`src/rtl/encoder_pkg.sv`:
```
// rtl/encoder_pkg.sv - shared encoder types and constants for the position tracker and PWM reader
package encoder_pkg;

    localparam int K_NSTEP_PERIOD_DEFAULT = 400;
    localparam int K_ENC_POS_W            = 12;

    typedef logic [2:0] enc_state_t;

    localparam enc_state_t ST_IDLE      = 3'd0;
    localparam enc_state_t ST_INIT      = 3'd1;
    localparam enc_state_t ST_WAIT_TICK = 3'd2;
    localparam enc_state_t ST_REQUEST   = 3'd3;
    localparam enc_state_t ST_UPDATE    = 3'd4;

endpackage

```
`src/rtl/pulse_timer.sv`:
```
// rtl/pulse_timer.sv - loadable down-counter raising a done strobe on its last enabled cycle
module pulse_timer #(
    parameter int K_WIDTH = 17
) (
    input  logic               i_clk,
    input  logic               i_rst_n,
    input  logic               i_load,
    input  logic [K_WIDTH-1:0] i_load_val,
    input  logic               i_en,
    output logic               o_done
);

    logic [K_WIDTH-1:0] r_cnt;

    always_ff @(posedge i_clk or negedge i_rst_n) begin
        if (!i_rst_n) begin
            r_cnt <= '0;
        end else if (i_load) begin
            r_cnt <= i_load_val;
        end else if (i_en && (r_cnt != '0)) begin
            r_cnt <= r_cnt - 1'b1;
        end
    end

    // A load value of N yields done in the Nth enabled cycle after loading.
    assign o_done = i_en && (r_cnt <= K_WIDTH'(1));

endmodule

```
`src/rtl/encoder_pos_tracker.sv`:
```
// rtl/encoder_pos_tracker.sv - multi-turn position tracker driving a PWM encoder reader
module encoder_pos_tracker
    import encoder_pkg::*;
#(
    parameter int K_NSTEP_PERIOD  = K_NSTEP_PERIOD_DEFAULT,
    parameter int K_TURN_WIDTH    = 16,
    parameter int K_SAMPLE_PERIOD = 20000,
    parameter int K_TIMEOUT       = 100000
) (
    input  logic                           i_clk,
    input  logic                           i_rst_n,
    input  logic                           i_enable,
    input  logic [11:0]                    i_enc_pos,
    input  logic                           i_enc_valid,
    output logic                           o_enc_start,
    output logic                           o_enc_clear,
    output logic [11:0]                    o_angle,
    output logic signed [K_TURN_WIDTH-1:0] o_turns,
    output logic signed [12:0]             o_delta,
    output logic                           o_pos_valid,
    output logic                           o_init_done,
    output logic                           o_timeout,
    output logic                           o_range_err
);

    localparam int K_CNT_MAX = (K_TIMEOUT > K_SAMPLE_PERIOD) ? K_TIMEOUT : K_SAMPLE_PERIOD;
    localparam int K_CNT_W   = $clog2(K_CNT_MAX + 1);

    localparam logic [K_CNT_W-1:0]          K_LOAD_TICK = K_CNT_W'(K_SAMPLE_PERIOD - 1);
    localparam logic [K_CNT_W-1:0]          K_LOAD_TMO  = K_CNT_W'(K_TIMEOUT);
    localparam logic [12:0]                 K_NSTEP_U   = 13'(K_NSTEP_PERIOD);
    localparam logic signed [12:0]          K_NSTEP_S   = 13'(K_NSTEP_PERIOD);
    localparam logic signed [12:0]          K_HALF_S    = 13'(K_NSTEP_PERIOD / 2);
    localparam logic signed [K_TURN_WIDTH-1:0] K_TURN_ONE = {{(K_TURN_WIDTH-1){1'b0}}, 1'b1};

    enc_state_t                    r_state;
    enc_state_t                    w_next;
    logic                          r_enc_start;
    logic                          r_enc_clear;
    logic [11:0]                   r_angle;
    logic signed [K_TURN_WIDTH-1:0] r_turns;
    logic signed [12:0]            r_delta;
    logic                          r_pos_valid;
    logic                          r_init_done;
    logic                          r_timeout;
    logic                          r_range_err;

    logic                          w_wait_state;
    logic                          w_in_range;
    logic                          w_timer_done;
    logic                          w_timer_en;
    logic                          w_timed_out;
    logic                          w_enter;
    logic [K_CNT_W-1:0]            w_load_val;
    logic signed [12:0]            w_raw;
    logic signed [12:0]            w_delta;
    logic signed [K_TURN_WIDTH-1:0] w_turns_next;

    assign w_wait_state = (r_state == ST_INIT) || (r_state == ST_REQUEST);
    assign w_in_range   = {1'b0, i_enc_pos} < K_NSTEP_U;
    assign w_timed_out  = w_wait_state && w_timer_done && !i_enc_valid;
    assign w_timer_en   = w_wait_state || (r_state == ST_WAIT_TICK);

    // A timeout in INIT re-enters INIT, which must re-issue the clear pulse.
    assign w_enter    = i_enable && ((w_next != r_state) || w_timed_out);
    assign w_load_val = (w_next == ST_WAIT_TICK) ? K_LOAD_TICK : K_LOAD_TMO;

    pulse_timer #(
        .K_WIDTH (K_CNT_W)
    ) u_pulse_timer (
        .i_clk      (i_clk),
        .i_rst_n    (i_rst_n),
        .i_load     (w_enter),
        .i_load_val (w_load_val),
        .i_en       (w_timer_en),
        .o_done     (w_timer_done)
    );

    always_comb begin
        w_next = r_state;
        if (!i_enable) begin
            w_next = ST_IDLE;
        end else begin
            case (r_state)
                ST_IDLE:      w_next = ST_INIT;
                ST_INIT: begin
                    if (i_enc_valid && w_in_range) w_next = ST_WAIT_TICK;
                    else if (w_timed_out)          w_next = ST_INIT;
                end
                ST_WAIT_TICK: if (w_timer_done) w_next = ST_REQUEST;
                ST_REQUEST: begin
                    if (i_enc_valid)      w_next = w_in_range ? ST_UPDATE : ST_WAIT_TICK;
                    else if (w_timed_out) w_next = ST_INIT;
                end
                ST_UPDATE:    w_next = ST_WAIT_TICK;
                default:      w_next = ST_IDLE;
            endcase
        end
    end

    // Shortest-path unwrap; a step of exactly half a turn is taken as no wrap.
    assign w_raw = $signed({1'b0, i_enc_pos}) - $signed({1'b0, r_angle});

    always_comb begin
        w_delta      = w_raw;
        w_turns_next = r_turns;
        if (w_raw > K_HALF_S) begin
            w_delta      = w_raw - K_NSTEP_S;
            w_turns_next = r_turns - K_TURN_ONE;
        end else if (w_raw < -K_HALF_S) begin
            w_delta      = w_raw + K_NSTEP_S;
            w_turns_next = r_turns + K_TURN_ONE;
        end
    end

    always_ff @(posedge i_clk or negedge i_rst_n) begin
        if (!i_rst_n) begin
            r_state     <= ST_IDLE;
            r_enc_start <= 1'b0;
            r_enc_clear <= 1'b0;
            r_angle     <= '0;
            r_turns     <= '0;
            r_delta     <= '0;
            r_pos_valid <= 1'b0;
            r_init_done <= 1'b0;
            r_timeout   <= 1'b0;
            r_range_err <= 1'b0;
        end else begin
            r_state     <= w_next;
            r_enc_clear <= w_enter && (w_next == ST_INIT);
            r_enc_start <= w_enter && (w_next == ST_REQUEST);
            r_pos_valid <= 1'b0;
            r_timeout   <= i_enable && w_timed_out;
            r_range_err <= i_enable && w_wait_state && i_enc_valid && !w_in_range;

            if (!i_enable || w_timed_out) begin
                r_init_done <= 1'b0;
            end else if ((r_state == ST_INIT) && i_enc_valid && w_in_range) begin
                r_angle     <= i_enc_pos;
                r_turns     <= '0;
                r_delta     <= '0;
                r_init_done <= 1'b1;
            end

            if (i_enable && (r_state == ST_REQUEST) && i_enc_valid && w_in_range) begin
                r_angle     <= i_enc_pos;
                r_turns     <= w_turns_next;
                r_delta     <= w_delta;
                r_pos_valid <= 1'b1;
            end
        end
    end

    assign o_enc_start = r_enc_start;
    assign o_enc_clear = r_enc_clear;
    assign o_angle     = r_angle;
    assign o_turns     = r_turns;
    assign o_delta     = r_delta;
    assign o_pos_valid = r_pos_valid;
    assign o_init_done = r_init_done;
    assign o_timeout   = r_timeout;
    assign o_range_err = r_range_err;

endmodule

```
`config.mk`:
```
export PLATFORM = sky130hd
export DESIGN_NAME = encoder_pos_tracker
export DESIGN_NICKNAME = d
export VERILOG_FILES = /design/src/rtl/encoder_pkg.sv /design/src/rtl/pulse_timer.sv /design/src/rtl/encoder_pos_tracker.sv
export SDC_FILE = /design/constraint.sdc
export NUM_CORES = 1
export LEC_CHECK = 0
export BUFFER_PORTS_ARGS = -buffer_cell sky130_fd_sc_hd__buf_4
export CAP_MARGIN = 30
export CORE_UTILIZATION = 30
export CTS_CLUSTER_SIZE = 10
export DETAILED_ROUTE_END_ITERATION = 8
export SYNTH_ARGS = -nofsm -noshare
export SYNTH_HDL_FRONTEND = slang
export SYNTH_SLANG_ARGS = --single-unit
```
`constraint.sdc`:
```
create_clock -name i_clk -period 5.29 [get_ports i_clk]
set_input_delay 0.7935 -clock i_clk [delete_from_list [all_inputs] [get_ports i_clk]]
set_output_delay 0.7935 -clock i_clk [all_outputs]
set_load 0.005 [all_outputs]
```
# After elaboration in Yosys (flattened, before gate mapping)
# Index checks and enable logic that the tools add are counted.
# W data, S select, Z words.
# classes
add_sub_neg,6
n_mux,26
reduce_logical,31
eq_ne,10
n_lt_le_gt_ge,4
# ops
op,count
$mux W16,5
$mux W13,5
$mux W17,3
$mux W12,3
$mux W3,6
$le A17 B1 Y1 const B,1
$logic_and A1 B1 Y1,17
$reduce_bool A17 Y1,1
$sub A17 B1 Y17 const B,1
$add A16 B2 Y16 const B,1
$sub A16 B2 Y16 const B,1
$pmux W3 S5,1
$add A13 B10 Y13 const B,1
$gt A13 B9 Y1 const B,1
$lt A13 B9 Y1 const B,1
$sub A12 B12 Y13,1
$sub A13 B10 Y13 const B,1
$eq A3 B2 Y1 const B,4
$lt A12 B9 Y1 const B,1
$eq A3 B1 Y1 const B,2
$reduce_bool A2 Y1,3
$logic_or A1 B1 Y1,4
$eq A3 B3 Y1 const B,1
$logic_not A1 Y1,3
other kinds (7),9
# word_totals
regBits,67
word_cells,88
out_inout_bits,47

# Longest topological paths before layout
# Gate-level depths: netlist (run 1).
# depth
word_depth,14
ltp_mapped,25

# Cells and area by module
# From an unflattened synthesis (run 1), not the netlist that was laid out.
# hier_totals
cells_unflattened,595
hier_area_um2,5041.1
# modules_own_cells
module,cells_each,instances,seq_area_each_um2,area_each_um2
encoder_pos_tracker,453,1,1251.2,3875.0
pulse_timer,142,1,425.4,1166.1

# Least setup slack after synthesis (run 1)
# Ideal clock, no wire load.
# synth_path
path_kind,input-to-reg
from,input port i_enc_pos[0]
to,"register r_turns[14], in the netlist o_turns[14]"
n_path_buf,2
setup_time_ns,0.095
arrival_ns,4.571
path_slack_ns,0.623
required_ns,5.195
path_stages,24
path_cell_list,inv_1 > ha_1 > fa_1 > nand2b_1 > a21oi_1 > nor2_1 > inv_1 > ha_1 > nand3_1 > nor4_1 > and4b_1 > o31ai_4 > buf_6 > buf_2 > xnor2_1 > ha_1 > nand4_1 > nor2_1 > nand3_1 > nor2_1 > o21ai_1 > a21oi_1 > nor3_1 > o31ai_1
# synth_via
elab_chain_cells,4
elab_cells_between_ends,12
# synth_rtl
element,line_no,source
from (decl),encoder_pos_tracker.sv:13,"input logic [11:0] i_enc_pos,"
$sub A12 B12 Y13 / $lt A12 B9 Y1 (equally long branches),"encoder_pos_tracker.sv:102, encoder_pos_tracker.sv:60",
$gt A13 B9 Y1 (tied with other cells),encoder_pos_tracker.sv:107,if (w_raw > K_HALF_S) begin
$ne A3 B3 Y1 (no line) (tied with other cells),n/a,
$reduce_and A3 Y1 (no line) / $mux W16 (equally long branches),n/a,
to (signal assigned),encoder_pos_tracker.sv:147,r_turns <= w_turns_next;
to (decl),encoder_pos_tracker.sv:41,logic signed [K_TURN_WIDTH-1:0] r_turns;
# Several ways; a longest one is shown, not always the timed one.
# A chain may end at the register's enable or synchronous reset.

# Worst setup path in the final report (run 1)
# Same ends and word-level chain as after synthesis.

==> results.md, run 1 <==
- Status: finished, final reports clean
- Leftover overflow at the end of global routing: 0
- Crit start category: input pin
- Core area: 15200 µm²
- Number of hold-repair buffers added at the cts stage: 0
- Average size of a mapped cell: 8.97 µm²
- Cell types occupying the most area after synthesis: dfrtp_1 36%, ha_1 5.6%, nand2_1 4.2%, xnor2_1 3.6%, o21ai_0 3.1%
- Most frequently used flop master after synthesis: dfrtp_1
- Smallest setup slack after layout: 0.512 ns
- Arrival time at the worst endpoint: 5.03 ns
- Cell area power density: 376 nW/µm²
- Clock tree from TritonCTS: built
- Height of the chip: 127 µm
- Routed length per placed instance: 15.6 µm
- Area share of the leading cell type in the synthesized netlist: 35.8%
- Number of gates resized after CTS: 0
- First-pass GRT wire length: 20.4 mm
- Clk pin slew, worst setup/hold paths: 0.06 ns
- Die X-Extent: about 130 µm
- Flip-flop and latch count after synthesis: 67
- Ratio of final minimum period to clock period: 90.3%
- Buffers added on ports: 62
- Seq pwr share: 28.4%
- Cell taking the most area after synthesis: dfrtp_1
- Total nets after synthesis: 560
- Worst slew margin relative to its limit: 34.3%
- Number of buffers inserted during clock tree synthesis: 9
- Critical path cell sequence: buf_4 -> inv_1 -> ha_1 -> fa_1 -> nand2b_1 -> a21oi_1 -> nor2_1 -> inv_1 -> ha_1 -> nand3_1 -> nor4_1 -> and4b_1 -> o31ai_4 -> xnor2_1 -> ha_1 -> nand4_1 -> nor2_1 -> nand3_1 -> nor2_1 -> o21ai_1 -> a21oi_1 -> nor3_1 -> o31ai_1
- H-tree levels: 3
- Post-DP HPWL: around 8.7 mm
- Post-layout minimum cycle time: 4.78 ns
- Buffers inserted by post-CTS timing repair: 0
- Final GP Congestion: 0.845
- Part of the total power dissipated in the clock network: between 20 and 30%
- Synthesis warning total: 0
- Cell with the most instances after synthesis: dfrtp_1
- Synthesized instance count: around 520
- Top achievable clock speed: 209 MHz
- I/O pin cnt: 63
- Worst slew pin tran: 0.975 ns
- Largest net degree at the start of global routing: 68
- Slowest stage cell on the critical path: fa_1
- Clock tree buffer depth: 2
- Logic pwr share: 42.2%
- Clock tree root buffer cell: clkbuf_16
- Total count of max-transition violations in the final report: 0
- Number of vias per cell: 5.39
- Fin Clk Skew: 0.00548 ns
- Endpoint kind of the worst setup timing path: register
- Psw: ~820 µW
- Antenna Cells: 0
- Largest incremental delay on the critical path: 0.40 ns
- Leakage component of the power: 2.48 nW
- Hold Path Class: register to register
- Fraction of layout instances using a drive strength above 1: between 10% and 20%
- Fraction of registers with async set/reset: 100%
- Post-route ant nets: 0
- Power Internal: 1.30 mW
- Final setup violation count: 0
- Worst setup path category: input pin to register
- Number of vias after detailed routing: 4154
- Ranking of synthesized cells by instance count: 67 x dfrtp_1, 53 x nand2_1, 37 x nor2_1
- Die ar.: 16100 µm²
- Final setup TNS: 0 ns
- Hold violation total from the final report: 0
- Total number of clock tree sinks: 67
- Initial cell density of the core: a little under a third
- Initial antenna violation count: 0
- Number of detailed-route iterations in the first pass: 5
- Setup repair after global routing missed its margin: no
- Switching portion of total power: 38.6%
- Post-synth EDFFs: 0
- Total number of placement rows: 45
- Total wirelength of the detailed-routed design: approximately 12 mm
- Violation count after the first detailed-routing iteration: 329
- Max Cap Viol: 0
- Maximum fanout along the worst path: 8
- Data required time at the worst endpoint: 5.54 ns
- Area of the mapped netlist: 4680 µm²
- Setup slack at placement: 0.192 ns
- Max VDD drop: 0.000174 V
- Nets@finish: ~620
- Number of global-route vias before repair: 4076
- Unique cell type count in the Yosys netlist: slightly below 80
- Signed area change from the synthesized netlist to the final layout: 19.8%
- Latest clock arrival within the worst-skew pair: 0.35 ns
- GRT Overall Usage: 15.8%
- Remaining design rule violation count: 0
- Share of the yosys chip area belonging to registers: a little over a third
## worst max-delay path: cells and delay by family
kind | cells | cell delay [ns]
AND/OR/NAND/NOR | 10 | 1.64
AO/OA/AOI/OAI | 5 | 1.12
adder cells (fa/ha/maj) | 4 | 1.02
buffers and inverters | 3 | 0.28
XOR/XNOR | 1 | 0.17
## placed cells by master, fill, tap and decap left out, drive strengths merged, types with 6 or more instances in the layout
| master | count |
|---|---|
| buf | 69 |
| dfrtp | 67 |
| nand2 | 53 |
| o21ai | 43 |
| nor2 | 38 |
| inv | 26 |
| a21oi | 24 |
| ha | 21 |
| nand3 | 20 |
| xnor2 | 20 |
| nor3 | 20 |
| o31ai | 15 |
| xor2 | 11 |
| a31oi | 11 |
| nor4 | 11 |
| clkbuf | 10 |
| a21boi | 9 |
| and2 | 7 |
| nand2b | 6 |
| a211oi | 6 |
## flip-flops by register name, indices dropped and copies added (netlist names)
name and cells:
o_turns 16, o_enc_start 1, o_init_done 1, r_state 3
o_delta 13, o_range_err 1, o_angle 12, o_enc_clear 1
o_pos_valid 1, o_timeout 1, u_pulse_timer.r_cnt 17
## cell families (layout without fill, tap and decap cells)
group                      count (synthesis)  in the layout  share of synthesized area (%)
AOI/OAI and AO/OA                        152            152                           24.7
xor gates and xnor gates                  31             31                           5.96
adders and majority gates                 22             22                           6.04
buffers and inverters                     51            112                           4.92
DFF                                       67             67                           35.8
muxes                                      6              6                           1.42
and+or+nand+nor                          193            193                           21.2
## power groups by stage
| stage | Sequential (mW) | Clock, mW | Combinational [mW] |
|---|---|---|---|
| floorplan | 0.599 | 0 | 0.686 |
| global placement | 0.605 | 0 | 0.866 |
| detailed placement | 0.607 | 0 | 0.882 |
| CTS | 0.600 | 0.630 | 0.887 |
| global route | 0.607 | 0.652 | 0.991 |
| finish | 0.600 | 0.619 | 0.892 |
## final cells by class
class                   count  area [µm²]
clock buffers              10         239
clock inverters             6        65.1
fillers                  1553        9590
inverters                  27         101
multi-input cells         404        2780
flip-flops and latches     67        1680
well taps                 188         235
repair buffers             69         518
## routing by layer
metal	up-vias	wire length, µm	global-route usage [%]
met2	113	5650	25.8
li1	2022	-	-
met3	23	594	4.56
met1	1996	5590	20.1
met4	0	214	4.76
met5	-	0	0
## metrics by stage
stage | hold WS, ns | utilization, % | power, mW | cells | instance area [µm²]
2_1_floorplan | 0.463 | - | 1.29 | 522 | 4680
3_3_place_gp | 0.467 | 34.9 | 1.47 | 755 | 5310
3_5_place_dp | 0.463 | 34.9 | 1.49 | 755 | 5310
4_1_cts | 0.476 | 36.9 | 2.12 | 771 | 5610
5_1_grt | 0.521 | 36.9 | 2.25 | 771 | 5610
6_report | 0.470 | 36.9 | 2.11 | 771 | 5610
## final timing paths
| path | slack (ns) | cells past startpoint | endpoint | startpoint |
|---|---|---|---|---|
| worst max-delay path | 0.51 | 23 | o_turns[14]$_DFFE_PN0P_ | i_enc_pos[0] |
| worst max register to register | 0.68 | 21 | o_turns[14]$_DFFE_PN0P_ | o_angle[0]$_DFFE_PN0P_ |
| worst min register to register | 0.47 | 2 | o_delta[12]$_DFFE_PN0P_ | o_delta[12]$_DFFE_PN0P_ |
| max in group asynchronous | 4.16 | 1 | o_angle[6]$_DFFE_PN0P_ | i_rst_n |
| worst min-delay path | 0.47 | 2 | o_delta[12]$_DFFE_PN0P_ | o_delta[12]$_DFFE_PN0P_ |
| min in group asynchronous | 0.55 | 1 | o_range_err$_DFF_PN0_ | i_rst_n |
Note: power is estimated with default switching activity, not from simulation.
==> inputs of run 2 (changes only) <==
CORE_UTILIZATION = 45   (was 30)
PLACE_DENSITY = 0.71   (was default)
==> run 2 against run 1 <==
Against the previous run: maximum frequency shrank 2.7%; global-route usage up 5.6 points; via count is 1.1% higher; cell count decreased by 7.3%; utilization increased by 18 points; total power down 6.3%.
==> results.md, run 2 (synthesized netlist as in run 1, its figures left out) <==
- Number of vias per cell: 5.87 (+9.0%)
- Top achievable clock speed: 204 MHz (-2.7%)
- Signed area change from the synthesized netlist to the final layout: 16.5%
- Worst Hold Depth: 2 (unchanged)
- Number of flip-flops under the largest register name: 17 (unchanged)
- Latest clock arrival within the worst-skew pair: 0.36 ns (about the same)
- Routed length per placed instance: 15.6 µm (about the same)
- Remaining design rule violation count: 0 (unchanged)
- Final setup violation count: 0 (unchanged)
- Final total power: 1.98 mW (-6.3%)
- Worst slew margin relative to its limit: 42.7% (+8.5 points)
- Arrival time at the worst endpoint: 5.18 ns (+0.15 ns)
- Buffers added on ports: 62 (unchanged)
- Leftover overflow at the end of global routing: 0 (unchanged)
- Cell area power density: 362 nW/µm² (-3.7%)
- Capturing point of the worst reg2reg path: o_turns[14]$_DFFE_PN0P_
- Post-route ant nets: 0 (unchanged)
- Number of global-route vias before repair: 3897 (-4.4%)
- Most common library cell in the layout ignoring fill and taps: buf_4
- Buffers inserted by post-CTS timing repair: 0 (unchanged)
- Clock tree from TritonCTS: built
- Height of the chip: 104 µm (-18%)
- Data required time at the worst endpoint: 5.56 ns (+0.02 ns)
- GRT Overall Usage: 21.4% (+5.6 points)
- Hold violation total from the final report: 0 (unchanged)
- Setup slack at placement: 0.0545 ns (-0.137 ns)
- Initial cell density of the core: 47.3% (+16 points)
- Largest net degree at the start of global routing: 68 (unchanged)
- Cell area after placement: 5230 µm² (-1.4%)
- Die ar.: 10800 µm² (-33%)
- Final GP Congestion: 0.913 (+8.1%)
- Max VDD drop: 0.000220 V (+27%)
- Worst slew pin tran: 0.859 ns (-0.116 ns)
- Total count of max-transition violations in the final report: 0 (unchanged)
- Die X-Extent: 104 µm (-18%)
- Slowest stage cell on the critical path: o31ai_4
- Count of buffering cells on the critical path with inverters included: 3 (unchanged)
- Total number of clock tree sinks: 67 (unchanged)
- Hold Path Class: register to register
- Status: finished, final reports clean
- Number of buffers inserted during clock tree synthesis: 9 (unchanged)
- Fin Clk Skew: 0.00884 ns (+0.00336 ns)
- Largest incremental delay on the critical path: 0.46 ns (+0.06 ns)
- Clk pin slew, worst setup/hold paths: 0.08 ns (+0.02 ns)
- Critical path cell sequence: buf_4 -> inv_1 -> ha_1 -> fa_1 -> nand2b_1 -> a21oi_1 -> nor2_1 -> inv_1 -> ha_1 -> nand3_1 -> nor4_1 -> and4b_1 -> o31ai_4 -> xnor2_1 -> ha_1 -> nand4_1 -> nor2_1 -> nand3_1 -> nor2_1 -> o21ai_1 -> a21oi_1 -> nor3_1 -> o31ai_1
- Fraction of layout instances using a drive strength above 1: 19.6% (-0.14 points)
- Number of gates resized after CTS: 0 (unchanged)
- Worst path top cell family by delay: simple AND/OR/NAND/NOR gates
- Maximum fanout along the worst path: 11 (+3)
- Total wirelength of the detailed-routed design: 11.2 mm (-7.2%)
- Total number of placement rows: 36 (-20%)
- Clock tree buffer depth: 2 (unchanged)
- Startpoint of the worst register-to-register path: o_angle[0]$_DFFE_PN0P_
- Number of detailed-route iterations in the first pass: 5 (unchanged)
- Number of vias after detailed routing: 4199 (+1.1%)
- Antenna Cells: 0 (unchanged)
- Startpoint of the lowest-slack hold path: o_delta[0]$_DFFE_PN0P_
- Crit start category: input pin
- Post-DP HPWL: 8.14 mm (-6.4%)
- H-tree levels: 3 (unchanged)
- Finished Cell Area: 5460 µm² (-2.8%)
- Post-layout minimum cycle time: 4.91 ns (+0.131 ns)
- End point of the most critical hold path: o_delta[0]$_DFFE_PN0P_
- Clock tree root buffer cell: clkbuf_8
- Initial antenna violation count: 0 (unchanged)
- Final setup TNS: 0 ns (unchanged)
- Ratio of final minimum period to clock period: 92.8% (+2.5 points)
- Commonest cells after routing, fill and taps aside: 68 x buf_4, 67 x dfrtp_1, 53 x nand2_1, 37 x nor2_1, 29 x o21ai_0
- Slack of the worst reg-to-reg path: 0.52 ns (-0.16 ns)
- Smallest setup slack after layout: 0.381 ns (-0.131 ns)
- Register ranked first by flip-flop count: u_pulse_timer.r_cnt
- Violation count after the first detailed-routing iteration: 451 (+37%)
- I/O pin cnt: 63 (unchanged)
- Core area: 9910 µm² (-35%)
- Max Cap Viol: 0 (unchanged)
- Setup repair after global routing missed its margin: no
- Cell depth of the worst flop-to-flop path: 21 (unchanged)
- Leakage component of the power: 2.44 nW (-1.7%)
- First-pass GRT wire length: 18.9 mm (-7.2%)
- Nets@finish: 615 (-0.16%)
- Number of hold-repair buffers added at the cts stage: 0 (unchanged)
- Endpoint kind of the worst setup timing path: register
- Worst setup path category: input pin to register
-- run 2: where the power goes --
group,leakage [nW],internal (mW),switching [mW]
combinational,1.47,0.354,0.538
clock,0.111,0.269,0.220
sequential,0.856,0.557,0.0389
-- run 2: how the worst max path moves through the flow --
| stage | cells past startpoint | from | to | slack [ns] |
|---|---|---|---|---|
| 2_1_floorplan | 24 | i_enc_pos[0] | o_turns[14]$_DFFE_PN0P_ | 0.62 |
| 3_3_place_gp | 23 | i_enc_pos[0] | o_turns[14]$_DFFE_PN0P_ | 0.37 |
| 3_5_place_dp | 23 | i_enc_pos[0] | o_turns[14]$_DFFE_PN0P_ | 0.05 |
| 4_1_cts | 23 | i_enc_pos[0] | o_turns[14]$_DFFE_PN0P_ | 0.46 |
| 5_1_grt | 23 | i_enc_pos[0] | o_turns[14]$_DFFE_PN0P_ | 0.04 |
| 6_report | 23 | i_enc_pos[0] | o_turns[14]$_DFFE_PN0P_ | 0.38 |
-- run 2: layout make-up --
cell class,instances,area [µm²]
repair buffers,68,510
inverters,27,101
flip-flops and latches,67,1680
fillers,908,4450
well taps,133,166
clock inverters,7,101
clock buffers,9,124
multi-input cells,404,2780
-- run 2: metrics by stage --
stage / std cells / hold slack [ns] / utilization [%]
finish: 715 / 0.501 / 55.1
global route: 715 / 0.526 / 55.1
CTS: 715 / 0.501 / 55.1
detailed placement: 699 / 0.478 / 52.8
global placement: 699 / 0.474 / 52.8
floorplan: 522 / 0.463 / -
-- run 2: worst register-to-register path: stages, from the launching register on --
cell,delay [ns]
dfrtp_1,0.41
ha_1,0.22
fa_1,0.40
nand2b_1,0.20
a21oi_1,0.26
nor2_1,0.17
inv_1,0.17
ha_1,0.20
nand3_1,0.09
nor4_1,0.26
and4b_1,0.29
o31ai_4,0.46
xnor2_1,0.18
ha_1,0.22
nand4_1,0.10
nor2_1,0.20
nand3_1,0.13
nor2_1,0.17
o21ai_1,0.08
a21oi_1,0.18
nor3_1,0.06
o31ai_1,0.21
-- run 2: metal layers --
layer	up-vias	track usage [%]	share of wire (%)
li1	2030	-	-
met1	2027	28.1	46
met2	128	35.1	47
met3	14	5.14	5.8
met4	0	6.12	1.4
met5	-	0	0
==> inputs of run 3 (changes only) <==
PLACE_DENSITY = default   (was 0.71)
PLACE_DENSITY_LB_ADDON = 0.05   (was default)
==> run 3 against run 2 <==
Against the previous run: via count fell by 4.0%; clock skew increased by 0.00097 ns; routed wire length is 0.56% lower; critical path depth unchanged; critical path type unchanged; critical endpoint unchanged; highest routed layer unchanged.
==> results.md, run 3 (synthesized netlist as in run 1, its figures left out) <==
- Initial cell density of the core: 47.3% (unchanged)
- Cell area power density: 357 nW/µm² (-1.4%)
- Total wirelength of the detailed-routed design: 11.1 mm (-0.56%)
- Number of vias after detailed routing: 4030 (-4.0%)
- Final total power: 1.95 mW (-1.5%)
- Number of hold-repair buffers added at the cts stage: 0 (unchanged)
- Cell depth of the worst flop-to-flop path: 21 (unchanged)
- Number of flip-flops under the largest register name: 17 (unchanged)
- Fraction of layout instances using a drive strength above 1: 19.7% (+0.14 points)
- Worst Hold Depth: 2 (unchanged)
- Post-route ant nets: 0 (unchanged)
- Clock tree from TritonCTS: built
- Total count of max-transition violations in the final report: 0 (unchanged)
- Commonest cells after routing, fill and taps aside: 69 x buf_4, 67 x dfrtp_1, 53 x nand2_1, 37 x nor2_1, 29 x o21ai_0
- Leakage component of the power: 2.44 nW (about the same)
- Arrival time at the worst endpoint: 4.89 ns (-0.29 ns)
- Final GP Congestion: 0.799 (-13%)
- Leftover overflow at the end of global routing: 0 (unchanged)
- Latest clock arrival within the worst-skew pair: 0.35 ns (about the same)
- Clk pin slew, worst setup/hold paths: 0.08 ns (about the same)
- Die ar.: 10800 µm² (unchanged)
- Largest net degree at the start of global routing: 68 (unchanged)
- Core area: 9910 µm² (unchanged)
- Number of detailed-route iterations in the first pass: 5 (unchanged)
- Hold violation total from the final report: 0 (unchanged)
- Post-layout minimum cycle time: 4.63 ns (-0.282 ns)
- First-pass GRT wire length: 18.8 mm (-0.43%)
- Setup repair after global routing missed its margin: no
- Worst slew margin relative to its limit: 41.7% (-1.0 points)
- Total number of placement rows: 36 (unchanged)
- Remaining design rule violation count: 0 (unchanged)
- Number of vias per cell: 5.63 (-4.2%)
- Clock tree buffer depth: 2 (unchanged)
- Top achievable clock speed: 216 MHz (+6.1%)
- Routed length per placed instance: 15.5 µm (-0.70%)
- Worst slew pin tran: 0.875 ns (+0.0156 ns)
- Fin Clk Skew: 0.00981 ns (+0.000969 ns)
- Clock tree root buffer cell: clkbuf_8
- Number of global-route vias before repair: 3772 (-3.2%)
- Signed area change from the synthesized netlist to the final layout: 16.4%
- Violation count after the first detailed-routing iteration: 198 (-56%)
- Maximum fanout along the worst path: 5 (-6)
- Crit start category: input pin
- Number of gates resized after CTS: 0 (unchanged)
- Max Cap Viol: 0 (unchanged)
- Max VDD drop: 0.000149 V (-32%)
- Final setup violation count: 0 (unchanged)
- Height of the chip: 104 µm (unchanged)
- Data required time at the worst endpoint: 5.55 ns (about the same)
- Number of buffers inserted during clock tree synthesis: 9 (unchanged)
- Buffers added on ports: 62 (unchanged)
- Total number of clock tree sinks: 67 (unchanged)
- Most common library cell in the layout ignoring fill and taps: buf_4
- Post-DP HPWL: 8.05 mm (-1.2%)
- I/O pin cnt: 63 (unchanged)
- Antenna Cells: 0 (unchanged)
- Ratio of final minimum period to clock period: 87.5% (-5.3 points)
- Worst setup path category: input pin to register
- Register ranked first by flip-flop count: u_pulse_timer.r_cnt
- Hold Path Class: register to register
- GRT Overall Usage: 21.3% (-0.11 points)
- Status: finished, final reports clean
- H-tree levels: 3 (unchanged)
- Final setup TNS: 0 ns (unchanged)
- Nets@finish: 616 (+0.16%)
- Endpoint kind of the worst setup timing path: register
- Initial antenna violation count: 0 (unchanged)
- Die X-Extent: 104 µm (unchanged)
- Buffers inserted by post-CTS timing repair: 0 (unchanged)
[run 3: cell types whose count changed in the layout (fill, tap and decap cells not counted)]
| cell | change |
|---|---|
| inv_8 | -1 |
| bufinv_16 | -1 |
| inv_6 | +1 |
| clkinv_4 | -1 |
| clkbuf_8 | +2 |
| buf_4 | +1 |
[run 3: cell type report]
class / instances / area (µm²)
clock inverters: 5 / 60.1
clock buffers: 11 / 151
multi-input cells: 404 / 2780
inverters: 27 / 101
flip-flops and latches: 67 / 1680
fillers: 933 / 4460
repair buffers: 69 / 518
well taps: 133 / 166
[run 3: final timing paths]
check | to | slack [ns] | from
min in group asynchronous | o_range_err$_DFF_PN0_ | 0.55 | i_rst_n
max in group asynchronous | o_turns[10]$_DFFE_PN0P_ | 4.17 | i_rst_n
setup reg to reg | o_turns[14]$_DFFE_PN0P_ | 0.81 | o_angle[0]$_DFFE_PN0P_
hold / removal | o_delta[2]$_DFFE_PN0P_ | 0.49 | o_delta[2]$_DFFE_PN0P_
setup / recovery | o_turns[14]$_DFFE_PN0P_ | 0.66 | i_enc_pos[0]
hold reg to reg | o_delta[2]$_DFFE_PN0P_ | 0.49 | o_delta[2]$_DFFE_PN0P_
[run 3: worst max-delay path, stage by stage]
cell	delay [ns]
buf_4	0.08
inv_1	0.04
ha_1	0.22
fa_1	0.40
nand2b_1	0.20
a21oi_1	0.25
nor2_1	0.15
inv_1	0.15
ha_1	0.16
nand3_1	0.07
nor4_1	0.25
and4b_1	0.31
o31ai_4	0.28
xnor2_1	0.17
ha_1	0.23
nand4_1	0.10
nor2_1	0.21
nand3_1	0.14
nor2_1	0.16
o21ai_1	0.07
a21oi_1	0.17
nor3_1	0.07
o31ai_1	0.21
[run 3: per-stage QoR]
stage	cells	hold slack (ns)	utilization [%]	instance area (µm²)	worst slack, ns
3_5_place_dp	700	0.475	52.9	5240	0.396
2_1_floorplan	522	0.463	-	4680	0.623
6_report	716	0.490	55.0	5450	0.662
3_3_place_gp	700	0.472	52.9	5240	0.484
5_1_grt	716	0.528	55.0	5450	0.200
4_1_cts	716	0.494	55.0	5450	0.680
[run 3: metal layers]
metal	global-route usage (%)	up-vias	routed length [µm]
met1	30.3	1924	5560
met4	6.63	0	55
li1	-	2025	-
met5	0	-	0
met3	4.01	4	409
met2	32.7	77	5100
[run 3: report_power, final]
part / switching [mW] / leakage [nW] / total (mW) / internal, mW
logic: 0.530 / 1.48 / 0.887 / 0.357
registers: 0.0396 / 0.856 / 0.596 / 0.557
clock network: 0.219 / 0.106 / 0.464 / 0.245
total: 0.788 / 2.44 / 1.95 / 1.16
